File: config.mk
export PLATFORM = sky130hd
export DESIGN_NAME = pipeline_hazard_ctrl
export DESIGN_NICKNAME = d
export VERILOG_FILES = /design/src/rtl/pipeline_hazard_ctrl.sv
export SDC_FILE = /design/constraint.sdc
export NUM_CORES = 1
export LEC_CHECK = 0
export ABC_AREA = 1
export ABC_CLOCK_PERIOD_IN_PS = 2490
export BUFFER_PORTS_ARGS = -buffer_cell sky130_fd_sc_hd__buf_2
export CAP_MARGIN = 20
export CORE_MARGIN = 1
export CORE_UTILIZATION = 49
export DETAILED_ROUTE_END_ITERATION = 10
export GPL_TIMING_DRIVEN = 0
export MAX_ROUTING_LAYER = met4
export PLACE_DENSITY = 0.78
export SLEW_MARGIN = 20
export SYNTH_ARGS = -nofsm -noshare
export SYNTH_HDL_FRONTEND = slang
export SYNTH_SLANG_ARGS = --single-unit
File: constraint.sdc
create_clock -name clk -period 2.49 [get_ports clk]
set_input_delay 0.498 -clock clk [delete_from_list [all_inputs] [get_ports clk]]
set_output_delay 0.498 -clock clk [all_outputs]
set_load 0.03 [all_outputs]
File: src/rtl/pipeline_hazard_ctrl.sv
// pipeline_hazard_ctrl
// Stall / bubble / flush sequencing for the ID/EX pipeline register and its
// neighbours (PC, IF/ID) in a 5-stage RISC-V pipeline. Three hazard sources
// are resolved with priority mem_busy > taken branch > load-use. A memory
// wait freezes the pipeline and resumes whichever stall/flush sequence was
// in progress, with its remaining count intact.
module pipeline_hazard_ctrl #(
    parameter int REG_NUM_BITWIDTH = 5,
    parameter int LOAD_LATENCY     = 1,
    parameter int BRANCH_PENALTY   = 1,
    parameter int CNT_W            = 16
) (
    input  logic                        clk,
    input  logic                        rst,
    input  logic [REG_NUM_BITWIDTH-1:0] id_rs1,
    input  logic [REG_NUM_BITWIDTH-1:0] id_rs2,
    input  logic                        id_use_rs1,
    input  logic                        id_use_rs2,
    input  logic                        ex_memRead,
    input  logic [REG_NUM_BITWIDTH-1:0] ex_rd,
    input  logic                        ex_branch_taken,
    input  logic                        mem_busy,
    output logic                        pc_write,
    output logic                        ifid_write,
    output logic                        ifid_flush,
    output logic                        idex_bubble,
    output logic                        pipe_hold,
    output logic [1:0]                  state,
    output logic [CNT_W-1:0]            stall_cnt,
    output logic [CNT_W-1:0]            flush_cnt
);

    localparam logic [1:0] S_RUN    = 2'd0;
    localparam logic [1:0] S_LSTALL = 2'd1;
    localparam logic [1:0] S_FLUSH  = 2'd2;
    localparam logic [1:0] S_MWAIT  = 2'd3;

    // Remaining-cycle counts loaded on entry to LSTALL / FLUSH; the entry
    // cycle itself is the first stall/flush cycle.
    localparam logic [3:0] LL_INIT  = 4'(LOAD_LATENCY - 32'sd1);
    localparam logic [3:0] BP_INIT  = 4'(BRANCH_PENALTY - 32'sd1);
    localparam bit         LL_MULTI = (LOAD_LATENCY > 32'sd1);
    localparam bit         BP_MULTI = (BRANCH_PENALTY > 32'sd1);

    localparam logic [CNT_W-1:0]            CNT_MAX = {CNT_W{1'b1}};
    localparam logic [CNT_W-1:0]            CNT_ONE = {{(CNT_W-1){1'b0}}, 1'b1};
    localparam logic [REG_NUM_BITWIDTH-1:0] REG_X0  = {REG_NUM_BITWIDTH{1'b0}};

    logic [1:0]       state_r;
    logic [1:0]       state_nxt_s;
    logic [1:0]       saved_r;
    logic [1:0]       saved_nxt_s;
    logic [3:0]       cnt_r;
    logic [3:0]       cnt_nxt_s;
    logic [1:0]       eff_s;
    logic             lu_s;
    logic             flush_evt_s;
    logic [CNT_W-1:0] stall_cnt_r;
    logic [CNT_W-1:0] flush_cnt_r;

    // x0 is hardwired zero, so a load targeting it never creates a hazard.
    assign lu_s = ex_memRead && (ex_rd != REG_X0) &&
                  ((id_use_rs1 && (id_rs1 == ex_rd)) ||
                   (id_use_rs2 && (id_rs2 == ex_rd)));

    // Leaving MWAIT evaluates the saved state in the same cycle.
    assign eff_s = ((state_r == S_MWAIT) && !mem_busy) ? saved_r : state_r;

    assign state     = state_r;
    assign stall_cnt = stall_cnt_r;
    assign flush_cnt = flush_cnt_r;

    // State register: current state, state saved across MWAIT, remaining count.
    always_ff @(posedge clk or posedge rst) begin
        if (rst) begin
            state_r <= S_RUN;
            saved_r <= S_RUN;
            cnt_r   <= 4'd0;
        end else begin
            state_r <= state_nxt_s;
            saved_r <= saved_nxt_s;
            cnt_r   <= cnt_nxt_s;
        end
    end

    // Next-state logic with memory wait taking precedence over everything.
    always_comb begin
        state_nxt_s = state_r;
        saved_nxt_s = saved_r;
        cnt_nxt_s   = cnt_r;
        flush_evt_s = 1'b0;
        if (mem_busy) begin
            state_nxt_s = S_MWAIT;
            if (state_r != S_MWAIT) begin
                saved_nxt_s = state_r;
            end else begin
                saved_nxt_s = saved_r;
            end
        end else begin
            case (eff_s)
                S_RUN: begin
                    state_nxt_s = S_RUN;
                    cnt_nxt_s   = 4'd0;
                    if (ex_branch_taken) begin
                        flush_evt_s = 1'b1;
                        if (BP_MULTI) begin
                            state_nxt_s = S_FLUSH;
                            cnt_nxt_s   = BP_INIT;
                        end else begin
                            state_nxt_s = S_RUN;
                        end
                    end else if (lu_s) begin
                        if (LL_MULTI) begin
                            state_nxt_s = S_LSTALL;
                            cnt_nxt_s   = LL_INIT;
                        end else begin
                            state_nxt_s = S_RUN;
                        end
                    end else begin
                        state_nxt_s = S_RUN;
                    end
                end
                S_LSTALL, S_FLUSH: begin
                    if (cnt_r <= 4'd1) begin
                        state_nxt_s = S_RUN;
                        cnt_nxt_s   = 4'd0;
                    end else begin
                        state_nxt_s = eff_s;
                        cnt_nxt_s   = cnt_r - 4'd1;
                    end
                end
                default: begin
                    state_nxt_s = S_RUN;
                    cnt_nxt_s   = 4'd0;
                end
            endcase
        end
    end

    // Output decode: reset forces a bubble, memory wait freezes the pipe.
    always_comb begin
        pc_write    = 1'b0;
        ifid_write  = 1'b0;
        ifid_flush  = 1'b0;
        idex_bubble = 1'b0;
        pipe_hold   = 1'b0;
        if (rst) begin
            idex_bubble = 1'b1;
        end else if (mem_busy) begin
            pipe_hold = 1'b1;
        end else begin
            case (eff_s)
                S_RUN: begin
                    if (ex_branch_taken) begin
                        pc_write    = 1'b1;
                        ifid_write  = 1'b1;
                        ifid_flush  = 1'b1;
                        idex_bubble = 1'b1;
                    end else if (lu_s) begin
                        idex_bubble = 1'b1;
                    end else begin
                        pc_write   = 1'b1;
                        ifid_write = 1'b1;
                    end
                end
                S_LSTALL: begin
                    idex_bubble = 1'b1;
                end
                S_FLUSH: begin
                    pc_write    = 1'b1;
                    ifid_write  = 1'b1;
                    ifid_flush  = 1'b1;
                    idex_bubble = 1'b1;
                end
                default: begin
                    pipe_hold = 1'b1;
                end
            endcase
        end
    end

    // Saturating performance counters: stalled cycles and accepted branches.
    always_ff @(posedge clk or posedge rst) begin
        if (rst) begin
            stall_cnt_r <= {CNT_W{1'b0}};
            flush_cnt_r <= {CNT_W{1'b0}};
        end else begin
            if (!pc_write && (stall_cnt_r != CNT_MAX)) begin
                stall_cnt_r <= stall_cnt_r + CNT_ONE;
            end else begin
                stall_cnt_r <= stall_cnt_r;
            end
            if (flush_evt_s && (flush_cnt_r != CNT_MAX)) begin
                flush_cnt_r <= flush_cnt_r + CNT_ONE;
            end else begin
                flush_cnt_r <= flush_cnt_r;
            end
        end
    end

endmodule

==> results_dict.tcl <==
set metrics [dict create \
    drive_above_1_share_pct 23.5 \
    synthFlopType "dfrtp_1" \
    syn_nets 400 \
    io_buffers 59 \
    grt-ovfl-total 0 \
    antenna_found_initial 0 \
    grt_max_degree 27 \
    yosys_warnings 0 \
    fin_crit_sh_pct 96.9 \
    clock-skew-final_ps 9.81 \
    core_area_mm2 0.00514 \
    utilization_pct 65.0 \
    area_growth_pct 27.6 \
    powerDensity_mw_per_mm2 914 \
    multiInputGateArea_mm2 0.00141 \
    cts_num_sinks 40 \
    slew_headroom_pct 67.6 \
    fmaxAchievable_ghz 0.415 \
    path_cells "a31oi_4 > inv_2 > ha_4 > nand2_2 > inv_1 > or2_4 > nand3_4 > nand2_8 > buf_6 > buf_6" \
    cts_buffers 5 \
    place.gp.congestion 0.931 \
    hpwlAfterDp_um 4490 \
    synth_top_area_share_pct 38.2 \
    cp-start-kind "flip-flop" \
    dr.pass1.iters 5 \
    slowest_stage "dfrtp_2" \
    grt_pass1_vias 2308 \
    fill_cells 454 \
    period_minus_slack_ps 2410 \
    crit_family "simple AND/OR/NAND/NOR gates" \
    fp-row-count 26 \
    htreeDepth 2 \
    cts_buffer_depth 2 \
    seq_area_frac_synth_pct 38.2 \
    critPathBufInv 4 \
    clock_latency_ps 300 \
    first_iter_violations 160 \
    yosys_register_bits 40 \
    setup_viol 0 \
    yosysMostFrequentCell "nand2_1" \
    syn_area_mm2 0.00262 \
    endpoint_kind "primary output" \
    crit_type "reg2out" \
    synth_cell_types 24 \
    cap_violations 0 \
    leakage_nw 1.79 \
    crit_required_ps 1990 \
    antennaDiodeCount 0 \
    drc 0 \
    vias 2607 \
    wl_per_cell_um 11.9 \
    wirelength_um 6150 \
    nets 475 \
    syn_avg_cell_area_um2 7.06 \
    ys_async_sr_fraction_pct 100 \
    io_pins 61 \
    cts_tree "done" \
    synth_top_cell_by_area "dfrtp_1" \
    synth_area_leaders "dfrtp_1, nand2_1, inv_1" \
    synth_cells 371 \
    finalHoldViolCount 0 \
    vias_per_cell 5.04 \
    ir_worst_vdd_mv 0.629 \
    fp.dieH_um 75.1 \
    worstMarginPinSlew_ps 482 \
    synth_edf_count 0 \
    dieArea_mm2 0.00564 \
    final_antenna_net_count 0 \
    regArea_mm2 0.00100 \
    crit_fanout 4 \
    grt.total_usage_pct 23.7 \
    fp.dieW_um 75.1 \
    initial_core_util_pct 50.9 \
    hold_class "in2async" \
    rrSetupSlack_ps 470 \
    status "finished, final reports clean" \
    cpPeakStageDelay_ps 450 \
    cp.arrival_ps 1910 \
    rsz0062_at_grt "true" \
    setup_tns_ps 0 \
    crit_top_cell "buf_6" \
    slew_viol_final 0 \
    grt_first_pass_wirelength_um 9760 \
    synth_common_cells "nand2_1, inv_1, nor2_1" \
    clkTransAtPathRegs_ps 90 \
    cts_root_buf "clkbuf_8" \
]
-- registers in the layout, summed over array words and instances (netlist names) --
register,flops
stall_cnt,16
cnt_r,4
flush_cnt,16
saved_r,2
state,2
-- layer usage --
metal  GRT usage [%]  vias up  share of wire (%)
met1            27.4     1226                 43
met4            7.76        0                1.0
met3            4.02        7                3.7
li1                -     1321                  -
met2            41.5       53                 52
met5               -        -                  0
-- kinds of logic (layout without fill, tap and decap cells) --
logic type | after synthesis | after routing | share of synthesized area [%]
adders and majority gates | 7 | 7 | 3.35
and+or+nand+nor | 223 | 223 | 37.3
AOI/OAI and AO/OA | 16 | 16 | 3.87
xor gates and xnor gates | 21 | 21 | 7.03
DFF | 40 | 40 | 38.2
buffers and inverters | 64 | 140 | 10.2
-- power breakdown --
part           total [mW]  internal (mW)  switching, mW
sequential          0.970          0.799          0.172
combinational        1.34          0.532          0.806
clock               0.744          0.502          0.243
-- layout by cell type (no fill, tap or decap), types with 8 or more instances in the layout --
cell,netlist,final
xor2_1,10,10
dfrtp_1,40,38
xnor2_1,11,11
nor3_1,11,11
nand4_1,24,24
nor2_1,42,42
buf_4,1,8
buf_2,6,61
inv_1,54,50
nand2_1,119,116
nand3_1,20,19
-- path summary, 6_finish.rpt --
| kind | from | end | depth (start not counted) |
|---|---|---|---|
| worst max register to register | saved_r[0]$_DFFE_PP0P_ | flush_cnt[12]$_DFFE_PP0P_ | 9 |
| max in group asynchronous | rst | stall_cnt[6]$_DFFE_PP0P_ | 3 |
| worst min register to register | flush_cnt[3]$_DFFE_PP0P_ | flush_cnt[3]$_DFFE_PP0P_ | 1 |
| worst max-delay path | state[0]$_DFF_PP0_ | pc_write | 10 |
| min in group clk | mem_busy | saved_r[1]$_DFFE_PP0P_ | 3 |
| worst min-delay path | rst | stall_cnt[13]$_DFFE_PP0P_ | 2 |
-- worst reg2reg max path, delay by kind of cell (launching register included) --
| kind | cells | cell delay [ps] |
|---|---|---|
| fa+ha+maj | 1 | 190 |
| simple gates | 6 | 830 |
| compound gates | 2 | 500 |
| flops | 1 | 410 |
-- metrics by stage --
| step | setup WS (ps) | power [mW] | hold WS, ps | std cells | area [µm²] |
|---|---|---|---|---|---|
| CTS | 5.62 | 3.04 | 203 | 517 | 3340 |
| detailed placement | -218 | 2.15 | 509 | 501 | 3080 |
| finish | 78.0 | 3.05 | 194 | 517 | 3340 |
| floorplan | -1.91 | 1.85 | 511 | 371 | 2680 |
| global route | -9.73 | 3.23 | 224 | 517 | 3340 |
| global placement | -203 | 2.11 | 500 | 500 | 3060 |
-- area by class of cell --
class | count | area share, %
timing repair buffer | 69 | 12.0
clock inverter | 3 | 2.70
inverter | 55 | 6.33
sequential | 40 | 30.0
buffer | 8 | 1.95
multi-input combinational | 267 | 42.3
tap | 70 | 2.62
clock buffer | 5 | 2.06
-- repair_timing --
item / 4_1_cts / 5_1_grt
gates resized for setup: 14 / 4
hold buffers: 0 / 0
buffers inserted: 8 / 1
hold endpoints to repair: 0 / 0
pin swaps: 3 / 2
endpoints found under the setup margin: 3 / 4
Note: power is estimated with default switching activity, not from simulation.
